## src/rtl/iact_router_feeder_pkg.sv

```systemverilog
// Shared configuration constants and FSM state type for the iact router feeder.
// Mirrors the hw_config values so every feeder in a cluster agrees on set sizing.
package iact_router_feeder_pkg;

    localparam int HWC_PE_CLUSTER_IACT_ROUT_CONFIG_SET_SIZE       = 4;
    localparam int HWC_PE_CLUSTER_IACT_ROUT_CONFIG_SET_SIZE_WIDTH = 2;
    localparam int HWC_IACT_FEEDER_FIFO_DEPTH                     = 4;

    typedef enum logic [1:0] {
        ST_IDLE  = 2'd0,
        ST_RUN   = 2'd1,
        ST_DRAIN = 2'd2
    } feeder_state_e;

endpackage

```

## src/rtl/iact_feeder_fifo.sv

```systemverilog
// Small synchronous skid FIFO between the iact router and the cluster handshake.
// Pointers carry one extra wrap bit so full and empty are distinguishable.
module iact_feeder_fifo #(
    parameter int DATA_WIDTH = 16,
    parameter int DEPTH      = 4
) (
    input  logic                  clk,
    input  logic                  rst,
    input  logic                  push,
    input  logic                  pop,
    input  logic [DATA_WIDTH-1:0] din,
    output logic [DATA_WIDTH-1:0] dout,
    output logic                  full,
    output logic                  empty
);

    localparam int AW = $clog2(DEPTH);
    localparam int PW = AW + 1;

    logic [DATA_WIDTH-1:0] mem [DEPTH];
    logic [PW-1:0]         wr_ptr;
    logic [PW-1:0]         rd_ptr;
    logic                  do_push;
    logic                  do_pop;

    assign empty   = (wr_ptr == rd_ptr);
    assign full    = (wr_ptr[AW] != rd_ptr[AW]) && (wr_ptr[AW-1:0] == rd_ptr[AW-1:0]);
    assign do_push = push && !full;
    assign do_pop  = pop && !empty;
    assign dout    = mem[rd_ptr[AW-1:0]];

    always_ff @(posedge clk) begin
        if (rst) begin
            wr_ptr <= '0;
            rd_ptr <= '0;
        end else begin
            if (do_push) wr_ptr <= wr_ptr + PW'(1);
            if (do_pop)  rd_ptr <= rd_ptr + PW'(1);
        end
    end

    // Storage is not reset; empty gating keeps stale entries from being observed.
    always_ff @(posedge clk) begin
        if (do_push) mem[wr_ptr[AW-1:0]] <= din;
    end

endmodule

```

## src/rtl/iact_router_feeder.sv

```systemverilog
// Per-router iact feeder: buffers router words and issues them to the PE cluster
// set by set, pulsing done on the final transfer of a pass.
module iact_router_feeder
    import iact_router_feeder_pkg::*;
#(
    parameter int DATA_WIDTH = 16,
    parameter int FIFO_DEPTH = HWC_IACT_FEEDER_FIFO_DEPTH,
    parameter int SETS       = HWC_PE_CLUSTER_IACT_ROUT_CONFIG_SET_SIZE,
    parameter int SET_WIDTH  = HWC_PE_CLUSTER_IACT_ROUT_CONFIG_SET_SIZE_WIDTH,
    parameter int LEN_WIDTH  = 8
) (
    input  logic                  clk,
    input  logic                  rst,
    input  logic                  start,
    input  logic [SET_WIDTH:0]    cfg_sets,
    input  logic [LEN_WIDTH-1:0]  cfg_words,
    input  logic                  in_valid,
    input  logic [DATA_WIDTH-1:0] in_data,
    output logic                  in_ready,
    output logic                  iact_enable,
    output logic [DATA_WIDTH-1:0] iact_data,
    output logic [SET_WIDTH-1:0]  iact_data_set,
    input  logic                  iact_ready,
    output logic                  busy,
    output logic                  done
);

    localparam int PUSH_W = LEN_WIDTH + SET_WIDTH + 1;

    feeder_state_e         state;
    feeder_state_e         state_next;
    logic [SET_WIDTH:0]    sets_q;
    logic [LEN_WIDTH-1:0]  words_q;
    logic [LEN_WIDTH-1:0]  word_cnt;
    logic [SET_WIDTH:0]    set_cnt;
    logic [PUSH_W-1:0]     push_cnt;
    logic [PUSH_W-1:0]     total;
    logic                  zero_done;
    logic                  push;
    logic                  fire;
    logic                  last_fire;
    logic                  fifo_full;
    logic                  fifo_empty;
    logic [DATA_WIDTH-1:0] fifo_dout;
    logic                  cfg_zero;
    logic [SET_WIDTH:0]    sets_clamped;

    iact_feeder_fifo #(
        .DATA_WIDTH (DATA_WIDTH),
        .DEPTH      (FIFO_DEPTH)
    ) u_fifo (
        .clk   (clk),
        .rst   (rst),
        .push  (push),
        .pop   (fire),
        .din   (in_data),
        .dout  (fifo_dout),
        .full  (fifo_full),
        .empty (fifo_empty)
    );

    assign busy          = (state != ST_IDLE);
    assign iact_enable   = !fifo_empty && busy;
    assign fire          = iact_enable && iact_ready;
    assign push          = in_valid && in_ready;
    assign iact_data     = iact_enable ? fifo_dout : '0;
    assign iact_data_set = set_cnt[SET_WIDTH-1:0];
    assign total         = PUSH_W'(sets_q) * PUSH_W'(words_q);
    assign cfg_zero      = (cfg_sets == '0) || (cfg_words == '0);
    assign sets_clamped  = (cfg_sets > (SET_WIDTH+1)'(SETS)) ? (SET_WIDTH+1)'(SETS) : cfg_sets;
    assign last_fire     = fire && (word_cnt == words_q - LEN_WIDTH'(1))
                                && (set_cnt == sets_q - (SET_WIDTH+1)'(1));
    assign done          = zero_done || (last_fire && state == ST_DRAIN);

    always_ff @(posedge clk) begin
        if (rst) begin
            state     <= ST_IDLE;
            sets_q    <= '0;
            words_q   <= '0;
            word_cnt  <= '0;
            set_cnt   <= '0;
            push_cnt  <= '0;
            zero_done <= 1'b0;
        end else begin
            state     <= state_next;
            zero_done <= 1'b0;
            if (state == ST_IDLE && start) begin
                sets_q    <= sets_clamped;
                words_q   <= cfg_words;
                word_cnt  <= '0;
                set_cnt   <= '0;
                push_cnt  <= '0;
                zero_done <= cfg_zero;
            end else begin
                if (push) push_cnt <= push_cnt + PUSH_W'(1);
                if (fire) begin
                    if (word_cnt == words_q - LEN_WIDTH'(1)) begin
                        word_cnt <= '0;
                        set_cnt  <= set_cnt + (SET_WIDTH+1)'(1);
                    end else begin
                        word_cnt <= word_cnt + LEN_WIDTH'(1);
                    end
                end
            end
        end
    end

    // in_ready derives only from state and FIFO fullness, never from iact_ready.
    always_comb begin
        state_next = state;
        in_ready   = 1'b0;
        case (state)
            ST_IDLE: begin
                if (start && !cfg_zero) state_next = ST_RUN;
            end
            ST_RUN: begin
                in_ready = !fifo_full;
                if (push && push_cnt == total - PUSH_W'(1)) state_next = ST_DRAIN;
            end
            ST_DRAIN: begin
                if (last_fire) state_next = ST_IDLE;
            end
            default: state_next = ST_IDLE;
        endcase
    end

endmodule

```

## config.mk

```make
export PLATFORM = sky130hd
export DESIGN_NAME = iact_router_feeder
export DESIGN_NICKNAME = d
export VERILOG_FILES = /design/src/rtl/iact_router_feeder_pkg.sv /design/src/rtl/iact_feeder_fifo.sv /design/src/rtl/iact_router_feeder.sv
export SDC_FILE = /design/constraint.sdc
export NUM_CORES = 1
export LEC_CHECK = 0
export CORE_ASPECT_RATIO = 1.25
export CORE_UTILIZATION = 50
export CTS_BUF_LIST = sky130_fd_sc_hd__clkbuf_2 sky130_fd_sc_hd__clkbuf_4 sky130_fd_sc_hd__clkbuf_8
export CTS_CLUSTER_DIAMETER = 60
export CTS_CLUSTER_SIZE = 20
export DETAILED_ROUTE_END_ITERATION = 6
export PLACE_DENSITY_LB_ADDON = 0.25
export SKIP_LAST_GASP = 1
export SYNTH_ARGS = -nofsm -noshare
export SYNTH_HDL_FRONTEND = slang
export SYNTH_SLANG_ARGS = --single-unit
export TNS_END_PERCENT = 100
```

## constraint.sdc

```tcl
create_clock -name clk -period 4.55 [get_ports clk]
set_input_delay 1.365 -clock clk [delete_from_list [all_inputs] [get_ports clk]]
set_output_delay 1.365 -clock clk [all_outputs]
set_load 0.005 [all_outputs]
```

==> results of run 1 <==
==> worst min-delay path by stage <==
stage / from / to / slack [ns] / depth (start not counted)
floorplan: words_q[1] / words_q[1] / 0.47 / 2
global placement: u_fifo.rd_ptr[1] / u_fifo.rd_ptr[1] / 0.50 / 2
detailed placement: words_q[1] / words_q[1] / 0.51 / 2
CTS: words_q[1] / words_q[1] / 0.52 / 2
global route: u_fifo.rd_ptr[1] / u_fifo.rd_ptr[1] / 0.55 / 2
finish: words_q[1] / words_q[1] / 0.53 / 2
==> per-stage QoR <==
| step | worst slack, ns | cells | hold slack, ns |
|---|---|---|---|
| finish | 0.439 | 672 | 0.527 |
| global route | 0.330 | 672 | 0.549 |
| CTS | 0.0552 | 672 | 0.523 |
| detailed placement | 0.0641 | 656 | 0.508 |
| global placement | 0.0429 | 656 | 0.498 |
| floorplan | 1.01 | 490 | 0.474 |
==> state kept, by name, indices dropped and copies added, names as in the netlist, 2 cells and up, named ones only <==
register and count:
state 2, words_q 8, set_cnt 3, word_cnt 8
sets_q 3, u_fifo.rd_ptr 3, u_fifo.wr_ptr 3, u_fifo.mem 64
push_cnt 11
==> synth_stat cells, drive strengths merged (3+ instances only) <==
cell type	n	area, µm²
and2	5	31.3
and3	8	50.1
nand3	3	15.0
dfxtp	44	881
nand2	62	233
buf	10	68.8
nor4	5	37.5
nor2b	18	113
and4	3	26.3
xnor2	23	201
clkbuf	15	56.3
a21oi	26	134
fa	7	140
xor2	33	297
edfxtp	64	1920
nor2	36	135
nand4	11	75.1
o21ai	3	15.0
mux4	16	360
nor3	7	35.0
a21o	5	37.5
inv	30	113
ha	29	363
==> power groups by stage <==
stage	Combinational [W]	Sequential, W	Clock, W
2_1_floorplan	0.000142	0.00108	0
3_3_place_gp	0.000201	0.00109	0
3_5_place_dp	0.000205	0.00109	0
4_1_cts	0.000207	0.00107	0.000570
5_1_grt	0.000228	0.00107	0.000610
6_report	0.000204	0.00107	0.000554
==> metal layers <==
layer	global-route usage	part of all wire	vias to the layer above	routed length, µm
met1	0.231	0.43	1726	4360
met3	0.0355	0.038	13	385
li1	-	-	1788	-
met5	0	0	-	0
met4	0.0607	0.016	0	167
met2	0.329	0.52	76	5260
==> placed cells by master, fill, tap and decap left out, types with 3 or more instances in the layout <==
master / instances
xnor2_1: 23
nand2_1: 62
a21oi_1: 25
nor3_1: 7
nor4_1: 4
nor2b_1: 18
clkdlybuf4s50_1: 52
nand4_1: 10
nor2_1: 36
edfxtp_1: 64
fa_1: 7
ha_1: 29
a21o_1: 5
clkbuf_8: 9
dfxtp_1: 44
buf_4: 6
and3_1: 8
inv_1: 30
xor2_1: 32
mux4_2: 16
and2_1: 5
nand3_1: 3
and4_1: 3
o21ai_0: 3
==> cell type report <==
class | instances | area [µm²]
clock buffer | 10 | 131
clock inverter | 6 | 56.3
fill | 923 | 4340
inverter | 30 | 113
multi-input combinational | 327 | 2530
sequential | 108 | 2800
tap | 132 | 165
timing repair buffer | 59 | 578
==> cell families after synthesis <==
group           share of synthesized area
compound gates                     0.0553
flops                               0.503
simple gates                        0.151
xor+xnor                           0.0894
buf+inv                            0.0427
fa+ha+maj                          0.0903
mux                                0.0683
==> worst min-delay path, cell delays in order, from the launching register on <==
cell and delay [ns]:
dfxtp_1 0.36, nand2_1 0.07, a21oi_1 0.06
==> run_results.csv, run 1 <==
group,metric,value,unit
grt,antenna_found_initial,0,
critical_path,required,3.18,ns
power,switching_share,0.250,
yosys,netlist_area,0.00557,mm²
critical_path,path_buf_inv,2,
critical_path,cp.depth,7,
grt,grt.total_usage,0.188,
cells_and_area,antenna-diode-count,0,
clock_network,cts_root_buf,"clkbuf_8",
power,cellPowerDensity,286,mW/mm²
yosys,synth_cells,490,
critical_path,reg2reg_to,"state[1]",
yosys,ys_ff_latch,108,
sta,setup_violations,0,
power,p_comb_frac,0.112,
cells_and_area,fin_nets,603,
grt,grt_overflow_total,0,
yosys,syn_nets,558,
critical_path,path_cells,"clkdlybuf4s50_1 -> o311ai_2 -> a21oi_1 -> and4_1 -> nand4_2 -> o21bai_1 -> dlymetal6s2s_1",
critical_path,slowest_delay,0.50,ns
power,vdd_drop_max,0.000185,V
yosys,synth_ff_type,"edfxtp_1",
critical_path,arrival,2.75,ns
cells_and_area,utilization,0.595,
die,core-area,0.0107,mm²
sta,min_period_over_period,0.904,
cells_and_area,area_growth,14.6,%
drt,vias,3603,
critical_path,startpoint_type,"input pin",
critical_path,r2r_cells,10,
clock_network,clkSinkCount,108,
grt,grt_pass1_wl,16600,µm
clock_network,clkLatencyLatePin,0.36,ns
sta,tns,0,ns
placed_design,place_area,0.00619,mm²
clock_network,hold_buffers,0,
critical_path,startpoint,"iact_ready",
clock_network,cts_buffers,9,
power,totalPowerFinal,0.00183,W
sta,fin_crit,4.11,ns
power,leakage,2.32,nW
placed_design,io_buffers,53,
critical_path,end_kind,"output port",
sta,finClkSkew,0.00697,ns
clock_network,cts_tree,"built",
die,die_x,96.4,µm
sta,fmaxAchievable,243,MHz
yosys,syn_avg_cell_area,11.4,µm²
grt,first_global_vias,3527,
critical_path,cpLargestDelayFamily,"buffers and inverters",
die,dieArea,0.0116,mm²
drt,ant_nets,0,
power,p_sw,0.000457,W
sta,slew_headroom,0.414,
grt,grt_max_degree,22,
power,intPower,0.00137,W
clock_network,post-cts-setup-buffers,0,
clock_network,clk_pin_slew,0.11,ns
drt,drt-initial-drc-count,166,
yosys,yosysSeqAreaShare,0.503,
outcome,outcome,"finished clean",
sta,drv_slew,0,
die,initial_core_util,0.519,
power,power.share.clock,0.303,
yosys,yosysWarnings,0,
yosys,yosysUniqueCellTypes,52,
clock_network,h-tree-depth,3,
critical_path,r2r_start,"sets_q[2]",
clock_network,ctsResizeCount,0,
die,ios,54,
sta,rsz0062_at_grt,"false",
drt,drtPass1Iterations,4,
critical_path,worstSetupPathType,"input pin to output port",
die,die_y,120,µm
sta,final-hold-violation-count,0,
yosys,synth_edf_count,64,
critical_path,rrSetupSlack,0.83,ns
drt,drt-total-wl,10200,µm
clock_network,cts_buffer_depth,2,
critical_path,crit_path_top_delay_cell,"clkdlybuf4s50_1",
cells_and_area,drive_gt1_frac,0.0870,
job,cap_violations,0,
placed_design,gp_congestion,0.845,
drt,wire_per_inst,15.1,µm
drt,drc,0,
power,seq_power_share,0.585,
sta,worst_slew_pin_slew,0.879,ns
placed_design,dp_hpwl,7370,µm
die,fp-row-count,42,
critical_path,cp_max_fo,2,
critical_path,endpoint,"done",
cells_and_area,final_cell_area,0.00638,mm²
yosys,synthArstFlopShare,0,
worst_hold_path,hp-class,"flop to flop",
drt,viasPerCell,5.36,
No activity file was read; power rests on OpenSTA's default activity.
==> inputs of run 2 (changes only) <==
CORE_ASPECT_RATIO = 0.75   (was 1.25)
REMOVE_ABC_BUFFERS = 1   (was unset)
==> run 2 against run 1 <==
Net effect:
- clock power grew 9.6%
- cell area grew 0.41%
- wire length grew 6.6%
- critical path depth is the same
- sequential cell count is the same
- fmax shrank 4.7%
- non-clock buffer count grew 1
- sequential share of layout area shrank 0.18 points
- clock skew grew 0.0070 ns
==> run_results.csv, run 2 (synthesis gave the netlist of run 1 again) <==
group,metric,value,unit
cells_and_area,layout.area.seq,0.00280,mm²
job,cap_violations,0,
sta,rsz0062_at_grt,"false",
cells_and_area,fin_nets,604,
cells_and_area,utilization,0.606,
drt,vias,3709,
cells_and_area,area_growth,15.0,%
sta,hold_slack,0.518,ns
die,fp-row-count,32,
critical_path,reg2reg_to,"state[1]",
clock_network,hold_buffers,0,
placed_design,io_buffers,53,
critical_path,rrSetupSlack,0.69,ns
grt,top_usage_layer,"met2",
grt,use_met3,0.0384,
die,die_x,124,µm
critical_path,end_kind,"output port",
critical_path,cp_max_fo,2,
drt,drt-total-wl,10800,µm
sta,finClkSkew,0.0140,ns
grt,grt_pass1_wl,18000,µm
placed_design,gp_congestion,0.810,
cells_and_area,mostFrequentLayoutCell,"edfxtp_1",
clock_network,clkLatencyLatePin,0.38,ns
clock_network,h-tree-depth,3,
clock_network,cts_buffers,9,
critical_path,startpoint_type,"input pin",
drt,drt-initial-drc-count,239,
clock_network,ctsResizeCount,1,
worst_hold_path,hold_depth,2,
power,leakage,2.32,nW
sta,fin_crit,4.31,ns
grt,antenna_found_initial,0,
cells_and_area,multi_input_area,0.00253,mm²
placed_design,dp_hpwl,7830,µm
cells_and_area,antenna-diode-count,0,
outcome,outcome,"finished clean",
critical_path,required,3.18,ns
die,ios,54,
sta,setup_violations,0,
grt,grt_overflow_total,0,
clock_network,clk_pin_slew,0.10,ns
grt,use_met1,0.297,
cells_and_area,fillers,880,
clock_network,cts_root_buf,"clkbuf_8",
worst_hold_path,hp-class,"flop to flop",
sta,tns,0,ns
drt,ant_nets,0,
critical_path,worstSetupPathType,"input pin to output port",
power,vdd_drop_max,0.000210,V
power,totalPowerFinal,0.00189,W
grt,first_global_vias,3610,
sta,slew_headroom,0.377,
drt,wire_per_inst,16.0,µm
clock_network,post-cts-setup-buffers,0,
sta,fmaxAchievable,232,MHz
critical_path,r2r_cells,10,
worst_hold_path,hold_start,"u_fifo.rd_ptr[1]",
die,dieArea,0.0116,mm²
sta,worst_slew_pin_slew,0.934,ns
grt,grt_max_degree,22,
drt,drc,0,
cells_and_area,final_cells,677,
drt,viasPerCell,5.48,
sta,min_period_over_period,0.948,
sta,final-hold-violation-count,0,
die,initial_core_util,0.527,
critical_path,arrival,2.95,ns
clock_network,clkSinkCount,108,
sta,drv_slew,0,
die,die_y,93.4,µm
die,core-area,0.0106,mm²
clock_network,cts_tree,"built",
cells_and_area,drive_gt1_frac,0.0869,
power,cellPowerDensity,295,mW/mm²
cells_and_area,final_cell_mix,"edfxtp_1 (64), nand2_1 (62), clkdlybuf4s50_1 (52)",
grt,grt.total_usage,0.205,
clock_network,cts_buffer_depth,2,
cells_and_area,largest_reg_flops,64,
critical_path,r2r_start,"sets_q[2]",
drt,drtPass1Iterations,5,
placed_design,place_inst,661,
grt,grtUsageMet2,0.316,
==> run 2: changes by cell type in the layout (fill, tap and decap cells not counted) <==
cell            previous run  this run
inv_6                      1         0
dlymetal6s2s_1             1         0
clkinvlp_4                 1         0
buf_4                      6         7
clkinv_1                   0         1
dlygate4sd2_1              0         1
bufinv_16                  0         1
==> run 2: how the worst max path moves through the flow <==
stage                          start    to  slack [ns]  depth (start not counted)
after global placement    iact_ready  done        0.08                          7
after CTS                 iact_ready  done        0.22                          7
after floorplan           iact_ready  done        0.98                          5
after global routing      iact_ready  done        0.16                          7
final                     iact_ready  done        0.24                          7
after detailed placement  iact_ready  done       0.006                          7
==> run 2: cell type report <==
type / count / share of cell area
Tap cell: 136 / 0.0266
Sequential cell: 108 / 0.438
Clock buffer: 10 / 0.0205
Inverter: 30 / 0.0176
Clock inverter: 6 / 0.0115
Multi-Input combinational cell: 327 / 0.396
Timing Repair Buffer: 60 / 0.0908
==> run 2: per-layer routing <==
layer / up-vias / wire (µm)
met4: 0 / 95
met3: 9 / 478
li1: 1794 / -
met1: 1825 / 5260
met2: 81 / 5000
met5: - / 0
==> run 2: where the power goes <==
group	internal [W]	switching [W]	leakage, nW	total [W]
Combinational	0.000103	0.000106	1.28	0.000210
Sequential	0.00105	0.0000194	0.935	0.00107
Clock	0.000269	0.000339	0.105	0.000607
==> run 2: worst max-delay path: stages <==
cell,delay (ns)
clkdlybuf4s50_1,0.51
o311ai_2,0.13
a21oi_1,0.14
and4_1,0.25
nand4_2,0.11
o21bai_1,0.19
dlygate4sd2_1,0.25
==> run 2: stage by stage <==
step	area, µm²	setup slack [ns]
after global routing	6410	0.162
after CTS	6410	0.223
after detailed placement	6200	0.00604
after floorplan	5440	0.977
after global placement	6200	0.0752
final	6410	0.238
==> inputs of run 3 (changes only) <==
CORE_ASPECT_RATIO = unset   (was 0.75)
CTS_CLUSTER_SIZE = unset   (was 20)
REMOVE_ABC_BUFFERS = unset   (was 1)
==> run 3 against run 2 <==
Net effect:
- wire length fell by 7.3%
- die area hardly changed
- clock-buffer cell count decreased by 1
- clock skew decreased by 0.0021 ns
- highest routed layer unchanged
- critical endpoint unchanged
- cell area about the same
- sequential power barely moved
- register-to-register slack better by 0.11 ns
- global-route usage decreased by 2.0 points
- via count is 3.0% lower
- non-clock buffer count unchanged
- clock power is 1% lower
==> run_results.csv, run 3 (synthesis gave the netlist of run 1 again) <==
group,metric,value,unit
power,cellPowerDensity,292,mW/mm²
worst_hold_path,hp-class,"flop to flop",
sta,final-hold-violation-count,0,
power,switching_share,0.243,
grt,first_global_vias,3473,
clock_network,cts_tree,"built",
clock_network,h-tree-depth,3,
grt,use_met3,0.0357,
die,ios,54,
drt,drt-total-wl,10100,µm
placed_design,io_buffers,53,
power,p_comb_frac,0.109,
clock_network,ctsResizeCount,1,
cells_and_area,fin_nets,604,
die,die_y,108,µm
clock_network,clk_pin_slew,0.10,ns
power,power.share.clock,0.321,
clock_network,clkSinkCount,108,
clock_network,cts_buffer_depth,2,
grt,grtUsageMet2,0.325,
drt,viasPerCell,5.28,
sta,min_period_over_period,0.939,
grt,grt_overflow_total,0,
critical_path,slowest_delay,0.49,ns
drt,vias,3597,
sta,tns,0,ns
critical_path,end_kind,"output port",
grt,grt.total_usage,0.185,
die,fp-row-count,38,
die,die_x,108,µm
power,totalPowerFinal,0.00187,W
cells_and_area,antenna-diode-count,0,
drt,wire_per_inst,14.8,µm
cells_and_area,mostFrequentLayoutCell,"edfxtp_1",
critical_path,startpoint_type,"input pin",
clock_network,clkLatencyLatePin,0.37,ns
power,vdd_drop_max,0.000142,V
clock_network,post-cts-setup-buffers,0,
grt,grt_max_degree,22,
power,leakage,2.32,nW
cells_and_area,final_cell_mix,"edfxtp_1 (64), nand2_1 (62), clkdlybuf4s50_1 (52)",
critical_path,arrival,2.91,ns
die,dieArea,0.0116,mm²
placed_design,gp_congestion,0.820,
cells_and_area,area_growth,15.1,%
die,initial_core_util,0.514,
drt,drc,0,
sta,fmaxAchievable,234,MHz
clock_network,cts_buffers,9,
critical_path,cp_max_fo,2,
outcome,outcome,"finished clean",
critical_path,path_cells,"clkdlybuf4s50_1 -> o311ai_2 -> a21oi_1 -> and4_1 -> nand4_2 -> o21bai_1 -> dlygate4sd2_1",
drt,drtPass1Iterations,5,
placed_design,dp_hpwl,7410,µm
die,core-area,0.0108,mm²
sta,drv_slew,0,
cells_and_area,utilization,0.591,
grt,use_met1,0.235,
cells_and_area,largest_reg_flops,64,
grt,top_usage_layer,"met2",
sta,slew_headroom,0.452,
sta,fin_crit,4.27,ns
power,intPower,0.00142,W
clock_network,hold_buffers,0,
sta,worst_slew_pin_slew,0.822,ns
grt,antenna_found_initial,0,
job,cap_violations,0,
sta,rsz0062_at_grt,"false",
critical_path,required,3.18,ns
clock_network,cts_root_buf,"clkbuf_8",
critical_path,crit_path_top_delay_cell,"clkdlybuf4s50_1",
sta,setup_violations,0,
critical_path,worstSetupPathType,"input pin to output port",
drt,ant_nets,0,
sta,finClkSkew,0.0119,ns
cells_and_area,drive_gt1_frac,0.0887,
drt,drt-initial-drc-count,146,
grt,grt_pass1_wl,16400,µm
power,seq_power_share,0.571,
power,p_sw,0.000456,W
## run 3: layer usage
metal | part of all wire | routed length (µm)
met3 | 0.037 | 368
met1 | 0.45 | 4500
met4 | 0.0085 | 85
met2 | 0.51 | 5100
met5 | 0 | 0
## run 3: metrics by stage
| step | setup WS (ns) | hold WS (ns) | cells | instance area (µm²) |
|---|---|---|---|---|
| after floorplan | 1.01 | 0.474 | 490 | 5570 |
| after global placement | 0.00606 | 0.494 | 665 | 6210 |
| after detailed placement | 0.00744 | 0.506 | 665 | 6210 |
| after CTS | 0.265 | 0.518 | 681 | 6410 |
| after global routing | 0.187 | 0.542 | 681 | 6410 |
| final | 0.280 | 0.516 | 681 | 6410 |
## run 3: worst max-delay path: cells and delay by family
kind / cells / cell delay (ns)
buf+inv: 2 / 0.75
compound gates: 3 / 0.47
simple gates: 2 / 0.32
## run 3: path summary, 6_finish.rpt
| check | slack [ns] | from | to | cells past startpoint |
|---|---|---|---|---|
| worst max-delay path | 0.28 | iact_ready | done | 7 |
| worst min-delay path | 0.52 | words_q[1] | words_q[1] | 2 |
| worst max register to register | 0.80 | sets_q[2] | state[1] | 10 |
| worst min register to register | 0.52 | words_q[1] | words_q[1] | 2 |
## run 3: power groups by stage
| stage | logic, W | clock network [W] | registers, W |
|---|---|---|---|
| finish | 0.000204 | 0.000600 | 0.00107 |
| global route | 0.000227 | 0.000652 | 0.00107 |
| CTS | 0.000206 | 0.000618 | 0.00107 |
| detailed placement | 0.000205 | 0 | 0.00109 |
| global placement | 0.000199 | 0 | 0.00109 |
| floorplan | 0.000142 | 0 | 0.00108 |
## run 3: cell type report
class                           count  area (µm²)
Fill cell                         946        4430
Clock inverter                      7        80.1
Inverter                           30         113
Sequential cell                   108        2800
Timing Repair Buffer               60         582
Tap cell                          140         175
Multi-Input combinational cell    327        2530
Clock buffer                        9         124
